## src/rtl/filtr_pkg.sv

```systemverilog
// Shared definitions for the multi-channel notch filter: FSM encoding,
// coefficient select codes and datapath sizing helpers.
package filtr_pkg;

  typedef enum logic [1:0] {
    ST_IDLE  = 2'd0,
    ST_MAC   = 2'd1,
    ST_ROUND = 2'd2,
    ST_DONE  = 2'd3
  } state_t;

  localparam logic [2:0] SEL_B0 = 3'd0;
  localparam logic [2:0] SEL_B1 = 3'd1;
  localparam logic [2:0] SEL_B2 = 3'd2;
  localparam logic [2:0] SEL_A1 = 3'd3;
  localparam logic [2:0] SEL_A2 = 3'd4;

  // Three guard bits cover the sum of five full-scale products.
  function automatic int acc_width(input int data_size, input int coef_size);
    return data_size + coef_size + 3;
  endfunction

  function automatic int rnd_bit(input int coef_size);
    return coef_size - 3;
  endfunction

  function automatic longint sat_max(input int data_size);
    return (longint'(1) << (data_size - 1)) - 1;
  endfunction

  function automatic longint sat_min(input int data_size);
    return -(longint'(1) << (data_size - 1));
  endfunction

endpackage

```

## src/rtl/filtr_notch_mc_if.sv

```systemverilog
// Sample/config bus of the notch filter. Optional bypass_mask exists only
// when FILTR_BYPASS_EN is defined. fsm_state is a debug view of the FSM.
interface filtr_notch_mc_if #(
  parameter int CHANNELS  = 2,
  parameter int DATA_SIZE = 24,
  parameter int COEF_SIZE = 40
);
  import filtr_pkg::*;

  logic [CHANNELS*DATA_SIZE-1:0] data_in;
  logic [CHANNELS*DATA_SIZE-1:0] data_out;
  logic                          sample_trig;
  logic                          filter_done;
  logic                          busy;
  logic                          overrun;
  logic                          ovr_clr;
  logic                          cfg_we;
  logic [3:0]                    cfg_ch;
  logic [2:0]                    cfg_sel;
  logic [COEF_SIZE-1:0]          cfg_data;
  state_t                        fsm_state;
`ifdef FILTR_BYPASS_EN
  logic [CHANNELS-1:0]           bypass_mask;
`endif

  // sample_trig is a one-cycle strobe accepted only while busy=0;
  // filter_done pulses once when every channel of data_out is updated.
  modport master (
    output data_in, sample_trig, ovr_clr, cfg_we, cfg_ch, cfg_sel, cfg_data,
`ifdef FILTR_BYPASS_EN
    output bypass_mask,
`endif
    input  data_out, filter_done, busy, overrun, fsm_state
  );

  modport slave (
    input  data_in, sample_trig, ovr_clr, cfg_we, cfg_ch, cfg_sel, cfg_data,
`ifdef FILTR_BYPASS_EN
    input  bypass_mask,
`endif
    output data_out, filter_done, busy, overrun, fsm_state
  );

endinterface

```

## src/rtl/filtr_mac.sv

```systemverilog
// Shared multiply-accumulate unit with round, arithmetic shift and
// saturation back to the sample width.
module filtr_mac
  import filtr_pkg::*;
#(
  parameter int DATA_SIZE = 24,
  parameter int COEF_SIZE = 40
) (
  input  logic                        clk,
  input  logic                        reset,
  input  logic                        en,
  input  logic                        clr,
  input  logic                        sub,
  input  logic signed [COEF_SIZE-1:0] coef,
  input  logic signed [DATA_SIZE-1:0] data,
  output logic signed [DATA_SIZE-1:0] y
);
  localparam int ACC_W = acc_width(DATA_SIZE, COEF_SIZE);
  localparam logic signed [ACC_W-1:0] RND   = ACC_W'(1) << rnd_bit(COEF_SIZE);
  localparam logic signed [ACC_W-1:0] Y_MAX = ACC_W'(sat_max(DATA_SIZE));
  localparam logic signed [ACC_W-1:0] Y_MIN = ACC_W'(sat_min(DATA_SIZE));

  logic signed [ACC_W-1:0] acc;
  logic signed [ACC_W-1:0] prod;
  logic signed [ACC_W-1:0] addend;
  logic signed [ACC_W-1:0] scaled;

  always_comb begin
    prod   = ACC_W'(coef) * ACC_W'(data);
    addend = sub ? -prod : prod;
    scaled = (acc + RND) >>> (COEF_SIZE - 2);
    if (scaled > Y_MAX)      y = Y_MAX[DATA_SIZE-1:0];
    else if (scaled < Y_MIN) y = Y_MIN[DATA_SIZE-1:0];
    else                     y = scaled[DATA_SIZE-1:0];
  end

  // clr loads the first product of a channel instead of accumulating.
  always_ff @(posedge clk) begin
    if (reset)   acc <= '0;
    else if (en) acc <= (clr ? '0 : acc) + addend;
  end

endmodule

```

## src/rtl/filtr_notch_mc.sv

```systemverilog
// Time-multiplexed Direct Form I notch biquad for CHANNELS streams.
// Optional feature macro: FILTR_BYPASS_EN (per-channel bypass mask).
module filtr_notch_mc
  import filtr_pkg::*;
#(
  parameter int DATA_SIZE = 24,
  parameter int COEF_SIZE = 40,
  parameter int CHANNELS  = 2,
  parameter logic signed [COEF_SIZE-1:0] B0_INIT = 40'sd274877906944,
  parameter logic signed [COEF_SIZE-1:0] B1_INIT = '0,
  parameter logic signed [COEF_SIZE-1:0] B2_INIT = 40'sd274877906944,
  parameter logic signed [COEF_SIZE-1:0] A1_INIT = '0,
  parameter logic signed [COEF_SIZE-1:0] A2_INIT = 40'sd269407836626
) (
  input logic        clk,
  input logic        reset,
  filtr_notch_mc_if.slave bus
);
  localparam int CH_W = (CHANNELS > 1) ? $clog2(CHANNELS) : 1;
  localparam logic [CH_W-1:0] CH_LAST = CH_W'(CHANNELS - 1);

  state_t state, state_nxt;
  logic [CH_W-1:0] ch;
  logic [2:0]      tap;
  logic            busy, trig_ok, ovr_set, cfg_ok, overrun_r, bypass_ch;

  logic signed [DATA_SIZE-1:0] x_lat [CHANNELS];
  logic signed [DATA_SIZE-1:0] x1 [CHANNELS];
  logic signed [DATA_SIZE-1:0] x2 [CHANNELS];
  logic signed [DATA_SIZE-1:0] y1 [CHANNELS];
  logic signed [DATA_SIZE-1:0] y2 [CHANNELS];
  logic signed [COEF_SIZE-1:0] coef [CHANNELS][5];
  logic [CHANNELS*DATA_SIZE-1:0] data_out_r;
  logic signed [COEF_SIZE-1:0] op_coef;
  logic signed [DATA_SIZE-1:0] op_data, y_mac;

`ifdef FILTR_BYPASS_EN
  logic [CHANNELS-1:0] bypass_lat;
  assign bypass_ch = bypass_lat[ch];
`else
  assign bypass_ch = 1'b0;
`endif

  always_ff @(posedge clk) begin
    if (reset) state <= ST_IDLE;
    else       state <= state_nxt;
  end

  always_comb begin
    state_nxt = state;
    busy      = 1'b0;
    trig_ok   = 1'b0;
    case (state)
      ST_IDLE, ST_DONE: begin
        trig_ok   = bus.sample_trig;
        state_nxt = bus.sample_trig ? ST_MAC : ST_IDLE;
      end
      ST_MAC: begin
        busy = 1'b1;
        if (tap == 3'd4) state_nxt = ST_ROUND;
      end
      ST_ROUND: begin
        busy      = 1'b1;
        state_nxt = (ch == CH_LAST) ? ST_DONE : ST_MAC;
      end
      default: state_nxt = ST_IDLE;
    endcase
  end

  assign ovr_set = busy && bus.sample_trig;
  assign cfg_ok  = bus.cfg_we && !busy && (32'(bus.cfg_ch) < CHANNELS) &&
                   (bus.cfg_sel <= SEL_A2);

  // Feedback taps are subtracted, so a1/a2 are stored with their natural sign.
  always_comb begin
    op_data = x_lat[ch];
    op_coef = coef[ch][SEL_B0];
    case (tap)
      3'd1: begin op_data = x1[ch]; op_coef = coef[ch][SEL_B1]; end
      3'd2: begin op_data = x2[ch]; op_coef = coef[ch][SEL_B2]; end
      3'd3: begin op_data = y1[ch]; op_coef = coef[ch][SEL_A1]; end
      3'd4: begin op_data = y2[ch]; op_coef = coef[ch][SEL_A2]; end
      default: ;
    endcase
  end

  filtr_mac #(.DATA_SIZE(DATA_SIZE), .COEF_SIZE(COEF_SIZE)) u_mac (
    .clk   (clk),
    .reset (reset),
    .en    (state == ST_MAC),
    .clr   (tap == 3'd0),
    .sub   (tap >= 3'd3),
    .coef  (op_coef),
    .data  (op_data),
    .y     (y_mac)
  );

  always_ff @(posedge clk) begin
    if (reset) begin
      ch         <= '0;
      tap        <= '0;
      overrun_r  <= 1'b0;
      data_out_r <= '0;
`ifdef FILTR_BYPASS_EN
      bypass_lat <= '0;
`endif
      for (int c = 0; c < CHANNELS; c++) begin
        x_lat[c]        <= '0;
        x1[c]           <= '0;
        x2[c]           <= '0;
        y1[c]           <= '0;
        y2[c]           <= '0;
        coef[c][SEL_B0] <= B0_INIT;
        coef[c][SEL_B1] <= B1_INIT;
        coef[c][SEL_B2] <= B2_INIT;
        coef[c][SEL_A1] <= A1_INIT;
        coef[c][SEL_A2] <= A2_INIT;
      end
    end else begin
      if (ovr_set)          overrun_r <= 1'b1;
      else if (bus.ovr_clr) overrun_r <= 1'b0;

      if (cfg_ok) coef[bus.cfg_ch[CH_W-1:0]][bus.cfg_sel] <= bus.cfg_data;

      if (trig_ok) begin
        ch  <= '0;
        tap <= '0;
`ifdef FILTR_BYPASS_EN
        bypass_lat <= bus.bypass_mask;
`endif
        for (int c = 0; c < CHANNELS; c++)
          x_lat[c] <= bus.data_in[c*DATA_SIZE +: DATA_SIZE];
      end else if (state == ST_MAC) begin
        tap <= tap + 3'd1;
      end else if (state == ST_ROUND) begin
        tap <= '0;
        ch  <= (ch == CH_LAST) ? '0 : ch + 1'b1;
        if (bypass_ch) begin
          data_out_r[ch*DATA_SIZE +: DATA_SIZE] <= x_lat[ch];
          x1[ch] <= '0;
          x2[ch] <= '0;
          y1[ch] <= '0;
          y2[ch] <= '0;
        end else begin
          data_out_r[ch*DATA_SIZE +: DATA_SIZE] <= y_mac;
          x1[ch] <= x_lat[ch];
          x2[ch] <= x1[ch];
          y1[ch] <= y_mac;
          y2[ch] <= y1[ch];
        end
      end
    end
  end

  assign bus.data_out    = data_out_r;
  assign bus.filter_done = (state == ST_DONE);
  assign bus.busy        = busy;
  assign bus.overrun     = overrun_r;
  assign bus.fsm_state   = state;

endmodule

```

## src/flat_wrapper.sv

```systemverilog
// flat-port wrapper written by rule: the top's interface ports become plain ports
module filtr_notch_mc_flat import filtr_pkg::*;
#(
  parameter int DATA_SIZE = 24,
  parameter int COEF_SIZE = 40,
  parameter int CHANNELS  = 2,
  parameter logic signed [COEF_SIZE-1:0] B0_INIT = 40'sd274877906944,
  parameter logic signed [COEF_SIZE-1:0] B1_INIT = '0,
  parameter logic signed [COEF_SIZE-1:0] B2_INIT = 40'sd274877906944,
  parameter logic signed [COEF_SIZE-1:0] A1_INIT = '0,
  parameter logic signed [COEF_SIZE-1:0] A2_INIT = 40'sd269407836626
)
  (clk, reset, bus_data_in, bus_sample_trig, bus_ovr_clr, bus_cfg_we, bus_cfg_ch, bus_cfg_sel, bus_cfg_data, bus_data_out, bus_filter_done, bus_busy, bus_overrun, bus_fsm_state);
  filtr_notch_mc_if #(.CHANNELS(CHANNELS), .DATA_SIZE(DATA_SIZE), .COEF_SIZE(COEF_SIZE)) bus_i ();
  input logic clk;
  input logic reset;
  input wire logic [$bits(bus_i.data_in)-1:0] bus_data_in;
  input wire logic [$bits(bus_i.sample_trig)-1:0] bus_sample_trig;
  input wire logic [$bits(bus_i.ovr_clr)-1:0] bus_ovr_clr;
  input wire logic [$bits(bus_i.cfg_we)-1:0] bus_cfg_we;
  input wire logic [$bits(bus_i.cfg_ch)-1:0] bus_cfg_ch;
  input wire logic [$bits(bus_i.cfg_sel)-1:0] bus_cfg_sel;
  input wire logic [$bits(bus_i.cfg_data)-1:0] bus_cfg_data;
  output wire logic [$bits(bus_i.data_out)-1:0] bus_data_out;
  output wire logic [$bits(bus_i.filter_done)-1:0] bus_filter_done;
  output wire logic [$bits(bus_i.busy)-1:0] bus_busy;
  output wire logic [$bits(bus_i.overrun)-1:0] bus_overrun;
  output wire logic [$bits(bus_i.fsm_state)-1:0] bus_fsm_state;
  assign bus_i.data_in = bus_data_in;
  assign bus_i.sample_trig = bus_sample_trig;
  assign bus_i.ovr_clr = bus_ovr_clr;
  assign bus_i.cfg_we = bus_cfg_we;
  assign bus_i.cfg_ch = bus_cfg_ch;
  assign bus_i.cfg_sel = bus_cfg_sel;
  assign bus_i.cfg_data = bus_cfg_data;
  assign bus_data_out = bus_i.data_out;
  assign bus_filter_done = bus_i.filter_done;
  assign bus_busy = bus_i.busy;
  assign bus_overrun = bus_i.overrun;
  assign bus_fsm_state = bus_i.fsm_state;
  filtr_notch_mc #(.DATA_SIZE(DATA_SIZE), .COEF_SIZE(COEF_SIZE), .CHANNELS(CHANNELS), .B0_INIT(B0_INIT), .B1_INIT(B1_INIT), .B2_INIT(B2_INIT), .A1_INIT(A1_INIT), .A2_INIT(A2_INIT)) u_core (.clk(clk), .reset(reset), .bus(bus_i));
endmodule
```

## config.mk

```make
export PLATFORM = sky130hd
export DESIGN_NAME = filtr_notch_mc_flat
export DESIGN_NICKNAME = d
export VERILOG_FILES = /design/src/rtl/filtr_pkg.sv /design/src/rtl/filtr_notch_mc_if.sv /design/src/rtl/filtr_mac.sv /design/src/rtl/filtr_notch_mc.sv /design/src/flat_wrapper.sv
export SDC_FILE = /design/constraint.sdc
export NUM_CORES = 2
export LEC_CHECK = 0
export CAP_MARGIN = 0
export CORE_ASPECT_RATIO = 0.7
export CORE_MARGIN = 2
export CORE_UTILIZATION = 60
export DETAILED_ROUTE_END_ITERATION = 6
export PLACE_DENSITY = 0.81
export SLEW_MARGIN = 20
export SYNTH_ARGS = -nofsm -noshare
export SYNTH_HDL_FRONTEND = slang
export SYNTH_SLANG_ARGS = --single-unit
```

## constraint.sdc

```tcl
create_clock -name clk -period 17.5 [get_ports clk]
set_clock_uncertainty 0.05 [all_clocks]
set_input_delay 2.625 -clock clk [delete_from_list [all_inputs] [get_ports clk]]
set_output_delay 2.625 -clock clk [all_outputs]
set_load 0.01 [all_outputs]
```

Yosys cells after proc, flatten, opt, wreduce, memory -nomap -nowiden
Memories as Yosys holds them, arrays and structs flattened. A register that Yosys moved wholly into a read port is not among the register bits.
Cells that the tools add are included.
{"block": "totals", "reg_bits": 122, "latchBits": 0, "ram_bits": 640, "mem_bits_ro": 0, "output_inout_bits": 53, "elab_cells": 124, "n_memories": 6}
{"memory": "u_core.coef", "words": 2, "word_bits": 200, "rd": 1, "rd_clocked_by_memory_dff": 1, "wr": 2, "line_no": "filtr_notch_mc.sv:32", "rtl": "logic signed [COEF_SIZE-1:0] coef [CHANNELS][5];"}
{"memory": "u_core.x1", "words": 2, "word_bits": 24, "rd": 1, "rd_clocked_by_memory_dff": 1, "wr": 2, "line_no": "filtr_notch_mc.sv:28", "rtl": "logic signed [DATA_SIZE-1:0] x1 [CHANNELS];"}
{"memory": "u_core.x2", "words": 2, "word_bits": 24, "rd": 1, "rd_clocked_by_memory_dff": 1, "wr": 2, "line_no": "filtr_notch_mc.sv:29", "rtl": "logic signed [DATA_SIZE-1:0] x2 [CHANNELS];"}
{"memory": "u_core.x_lat", "words": 2, "word_bits": 24, "rd": 1, "rd_clocked_by_memory_dff": 1, "wr": 2, "line_no": "filtr_notch_mc.sv:27", "rtl": "logic signed [DATA_SIZE-1:0] x_lat [CHANNELS];"}
{"memory": "u_core.y1", "words": 2, "word_bits": 24, "rd": 1, "rd_clocked_by_memory_dff": 1, "wr": 2, "line_no": "filtr_notch_mc.sv:30", "rtl": "logic signed [DATA_SIZE-1:0] y1 [CHANNELS];"}
{"memory": "u_core.y2", "words": 2, "word_bits": 24, "rd": 1, "rd_clocked_by_memory_dff": 1, "wr": 2, "line_no": "filtr_notch_mc.sv:31", "rtl": "logic signed [DATA_SIZE-1:0] y2 [CHANNELS];"}
{"block": "classes", "add_sub_neg": 6, "n_mul": 2, "n_div": 0, "n_lt_le_gt_ge": 7, "eq_ne": 8, "shift": 2, "muxes": 62, "n_bitwise": 5, "reduce_logical": 20}
{"operator": "$mux 200", "count": 3}
{"operator": "$reduce_or 200->1", "count": 1}
{"operator": "$mux 24", "count": 8}
{"operator": "$pmux 40 s4", "count": 1}
{"operator": "$mux 67", "count": 2}
{"operator": "$demux 40 s3", "count": 1}
{"operator": "$pmux 24 s4", "count": 1}
{"operator": "$reduce_or 24->1", "count": 4}
{"operator": "$add 67x39->67 const B", "count": 1}
{"operator": "$add 67x67->67", "count": 1}
{"operator": "$neg 67->67", "count": 1}
{"operator": "$mul 40x24->64", "count": 1}
{"operator": "$bwmux 48", "count": 1}
{"operator": "$shift 24x34->48 const A", "count": 1}
{"operator": "$shiftx 24x34->48", "count": 1}
{"operator": "$mux 40", "count": 1}
{"operator": "$mux 1", "count": 39}
{"operator": "$neg 6->34", "count": 1}
{"operator": "$gt 29x24->1 const B", "count": 1}
{"operator": "$lt 29x24->1 const B", "count": 1}
{"operator": "$eq 3x2->1 const B", "count": 2}
{"operator": "$mux 3", "count": 2}
{"operator": "$pmux 2 s3", "count": 1}
{"operator": "$reduce_or 2->1", "count": 3}
{"operator": "24 further kinds", "count": 33}

Logic depth before layout (Yosys ltp)
{"block": "logic_depth", "depth_word": 12, "depth_mapped": 53}

By module
Synthesis repeated with hierarchy kept, for this count alone.
{"block": "hier_totals", "cells_unflattened": 7107, "hier_area_um2": 71827.6}
{"mod": "filtr_mac", "instances": 1, "cells_per_inst": 4887, "area_per_inst_um2": 41775.1}
{"mod": "filtr_notch_mc", "instances": 1, "cells_per_inst": 2220, "area_per_inst_um2": 30052.6}

Worst setup path before layout
Ideal clock, no wire load.
{"block": "synth_timing", "kind": "register -> register", "startpoint": "register with a tool-made name", "endpoint": "register u_core.u_mac.acc[66]", "setup_ns": 0.064, "arrival_ns": 12.684, "required_ns": 17.386, "setup_slack_ns": 4.702, "path_stages_with_launch": 50, "synth_period_minus_slack_ns": 12.798, "path_cell_list": "dfxtp_1 -> buf_2 -> buf_1 -> buf_2 -> clkbuf_1 -> clkbuf_1 -> buf_1 -> mux2i_1 -> o22ai_1 -> nor3_1 -> a21oi_1 -> clkbuf_1 -> nand2_1 -> fa_1 -> fa_1 -> inv_1 -> fa_1 -> inv_1 -> [... 14 more ...] -> o21ai_1 -> xor2_1 -> or3b_1 -> or3_1 -> or4_1 -> o21ai_0 -> xnor2_1 -> ha_1 -> clkbuf_1 -> a21o_1 -> a21o_1 -> a21oi_1 -> o21ai_0 -> a31o_2 -> a311oi_1 -> nor3b_1 -> mux2i_1 -> nand4_1"}
{"element": "to (signal assigned)", "line_no": "filtr_mac.sv:40", "rtl": "else if (en) acc <= (clr ? '0 : acc) + addend;"}
{"element": "to (decl)", "line_no": "filtr_mac.sv:23", "rtl": "logic signed [ACC_W-1:0] acc;"}

Worst setup path in the final report
{"block": "layout_timing", "startpoint": "register u_core.tap[0]", "endpoint": "register u_core.u_mac.acc[60]"}
{"block": "layout_between", "elab_chain_cells": 6, "elab_cells_between_ends": 13}
{"element": "from (decl)", "line_no": "filtr_notch_mc.sv:24", "rtl": "logic [2:0] tap;"}
{"element": "from (signal assigned)", "line_no": "filtr_notch_mc.sv:134", "rtl": "tap <= tap + 3'd1;"}
{"element": "$eq 3x3->1, or another cell as far along", "line_no": "filtr_notch_mc.sv:78", "rtl": "case (tap)"}
{"element": "$pmux 40 s4 / $pmux 24 s4 (equally long branches)", "line_no": "filtr_notch_mc.sv:78"}
{"element": "$mul 40x24->64", "line_no": "filtr_mac.sv:29", "rtl": "prod = ACC_W'(coef) * ACC_W'(data);"}
{"element": "$neg 67->67", "line_no": "filtr_mac.sv:30", "rtl": "addend = sub ? -prod : prod;"}
{"element": "$mux 67", "line_no": "filtr_mac.sv:30"}
{"element": "$add 67x67->67 (*)", "line_no": "filtr_mac.sv:40"}
Every way passes the cells marked *; elsewhere a longest branch is shown, timed or not.
A chain may end at the register's enable or synchronous reset.

==> metrics.txt <==
sequential area share after synthesis 0.3016; first-pass iteration count of the detailed router 6; CTS tree done; post-synthesis compound-gate area fraction 0.07639; DIE HEIGHT 293.6 um; cell count of the worst reg-to-reg path 43; layout cell share with drive strength beyond 1 0.05303; die area 0.1226 mm2; WP buf/inv 7; # DRC 0; fillcell total 8,992; top-level I/O count 153; post-synthesis simple-gate area fraction 0.1579; Post-CTS Setup Inserts 0; clock root buffer clkbuf_16; Yosys cell types 98; hold buffers post-CTS 0; crit path launch type flop; GPL Wtd Cong 0.9501; crit-path max FO 73; DP Worst Slack 3134 ps; global-route wire length before repair 315,100 um; grt total ovfl 0; Skew-Pair Late Insertion Delay 710 ps; max cap viols 0; Max Buffers Root-to-Sink 3; Fin Setup TNS 0 ps; post-DP HPWL 139,100 um; RSZ-0062 raised after global routing no; Final Max Slew Viols 0; PnR worst setup slack 2607 ps; Slew @ Worst Pin 1154 ps; Min Clock Period, post-route 14,890 ps; Final Cycle Share 0.8510; Crit-path slowest cell a21oi_4; relative slew slack 0.2291; hold path cells 2; initial antenna violation count 3; GRT Resource Usage Total 0.3337; CTS resizes 0; Yosys reg bits 763; initial DRC count 5,981; critical path arrival 15,490 ps; Synth Area per Inst 10.01 um2; layout net count 8,409; area delta synth->final 8.202%; Clock Pin Slew Worst Setup and Hold Paths 60 ps; synthesized area 0.07188 mm2; Max H-tree Level 3; async set-reset flop share out of synthesis 0; Top delay family on crit path compound AO/OA/AOI/OAI gates; Synth Area in XOR/XNOR 0.02498; Starting Density 0.6036; commonest non-fill, non-tap cell in the layout inv_1; Final ANT Viol Nets 0; Adder-Cell Fraction of Synth Area 0.3096; Vias 53,330; Ys Warns 0; largest family of logic cells by synthesized area adder cells; fmax 67.15 MHz; Post-Syn Nets 8,487; drt total wl 199,700 um; core area 0.1191 mm2; largest stage delay on the critical path 860 ps; final hold vios 0; cell count after synthesis 7,184; Synth Flop Type edfxtp_1; vias per cell 6.106; WP data required 18,090 ps; port buffer count 152; clock sink count 763; Setup CP Type reg -> reg; type of the worst min-delay path reg -> reg; num rows 106; TritonCTS Buffers 76; Wirelength per Cell 22.86 um; most frequent cells in the layout inv_1 (1,044), fa_1 (960), nand2_1 (764); vias in the first global route 55,230; mux cell area share after synthesis 0.05206; EDFF count, synth 640; Critical Path Sink Type flop; largest net degree at the start of global routing 116; Chip Width 417.7 um; stages on the worst setup path 43; status finished, final reports clean; # setup viols final 0
==> Yosys cell counts (5+ instances only) <==
master | instances | area, um2
or2_2 | 28 | 175.2
xor2_1 | 91 | 797.0
or3_1 | 15 | 93.84
o211ai_1 | 15 | 112.6
nor2b_1 | 46 | 287.8
or4_1 | 8 | 60.06
a21boi_0 | 6 | 45.04
buf_1 | 46 | 172.7
o211a_1 | 6 | 60.06
a22oi_1 | 8 | 60.06
a21o_1 | 98 | 735.7
nor3_1 | 107 | 535.5
buf_2 | 13 | 65.06
mux2i_1 | 369 | 3694
and3_1 | 26 | 162.7
and4_1 | 8 | 70.07
o31ai_1 | 20 | 150.1
fa_1 | 960 | 19220
nor4_1 | 7 | 43.79
o21a_1 | 23 | 172.7
ha_1 | 243 | 3040
nor3b_1 | 7 | 52.55
o21bai_1 | 14 | 105.1
a31oi_1 | 25 | 156.4
o22ai_1 | 131 | 819.5
a41o_1 | 5 | 50.05
a21oi_2 | 6 | 52.55
a211oi_1 | 69 | 518.0
edfxtp_1 | 640 | 19220
a221oi_1 | 11 | 96.34
and2_1 | 615 | 3847
nand3_1 | 58 | 290.3
nand3b_1 | 6 | 45.04
a2111oi_0 | 5 | 43.79
nand2_1 | 766 | 2875
nor2_1 | 470 | 1764
o21ai_0 | 86 | 430.4
nand4_1 | 44 | 275.3
inv_1 | 1046 | 3926
dfxtp_1 | 123 | 2462
clkbuf_1 | 363 | 1363
a21oi_1 | 250 | 1251
nand2b_1 | 93 | 581.8
xnor2_1 | 114 | 998.5
o21ai_1 | 8 | 40.04
==> path summary, 6_finish.rpt <==
path                            slack [ps]                           endpoint                         startpoint
worst min register to register         420  u_core.u_mac.acc[36]$_SDFFE_PP0P_  u_core.u_mac.acc[36]$_SDFFE_PP0P_
worst max-delay path                  2610  u_core.u_mac.acc[60]$_SDFFE_PP0P_         u_core.tap[0]$_SDFFE_PP0N_
worst max register to register        2610  u_core.u_mac.acc[60]$_SDFFE_PP0P_         u_core.tap[0]$_SDFFE_PP0N_
worst min-delay path                   420  u_core.u_mac.acc[36]$_SDFFE_PP0P_  u_core.u_mac.acc[36]$_SDFFE_PP0P_
==> through the flow <==
step | area [um2] | util | hold slack (ps) | std cells
after global placement | 75260 | 0.6319 | 396.4 | 8594
after detailed placement | 75260 | 0.6319 | 414.8 | 8594
after floorplan | 71880 | - | 386.3 | 7184
after CTS | 77770 | 0.6530 | 422.6 | 8732
final | 77780 | 0.6531 | 417.0 | 8734
after global routing | 77780 | 0.6530 | 448.2 | 8733
==> worst min-delay path: cells and delay by family (launching register included) <==
family,cells,cell delay [ps]
AO/OA/AOI/OAI,1,50
AND/OR/NAND/NOR,1,60
flip-flops,1,310
==> flip-flops by register name, summed over array words and instances (netlist names), named ones only <==
register,count
u_core.bus.data_out,48
u_core.bus.fsm_state,2
u_core.bus.overrun,1
u_core.ch,1
u_core.coef,400
u_core.tap,3
u_core.u_mac.acc,67
u_core.x1,48
u_core.x2,48
u_core.x_lat,48
u_core.y1,48
u_core.y2,48
==> logic make-up (layout without fill, tap and decap cells) <==
family	after synthesis	count (layout)
AND/OR/NAND/NOR	2324	2324
AO/OA/AOI/OAI	844	844
other	0	2
flip-flops	763	763
multiplexers	372	372
XOR/XNOR	205	205
buffers and inverters	1473	1455
adder cells (fa/ha/maj)	1203	1203
==> layer usage <==
| layer | up-vias | global-route usage | routed length [um] |
|---|---|---|---|
| met2 | 3236 | 0.5001 | 87070 |
| met4 | 4 | 0.1325 | 8662 |
| met3 | 541 | 0.08979 | 25670 |
| li1 | 23040 | - | - |
| met5 | - | 0 | 26 |
| met1 | 26510 | 0.4652 | 78240 |
==> area by class of cell <==
type | count | area, um2 | share of cell area
Clock buffer | 88 | 1957 | 0.02516
Timing Repair Buffer | 269 | 2439 | 0.03135
Inverter | 1048 | 3934 | 0.05058
Clock inverter | 50 | 550.5 | 0.007078
Tap cell | 1566 | 1959 | 0.02519
Sequential cell | 763 | 21680 | 0.2788
Multi-Input combinational cell | 4948 | 45250 | 0.5818
Antenna cell | 2 | 5.005 | 0.00006435
Power is left out: the tool's default activity adds up to more than one toggle a clock period on the data nets, which glitch-free logic cannot reach.
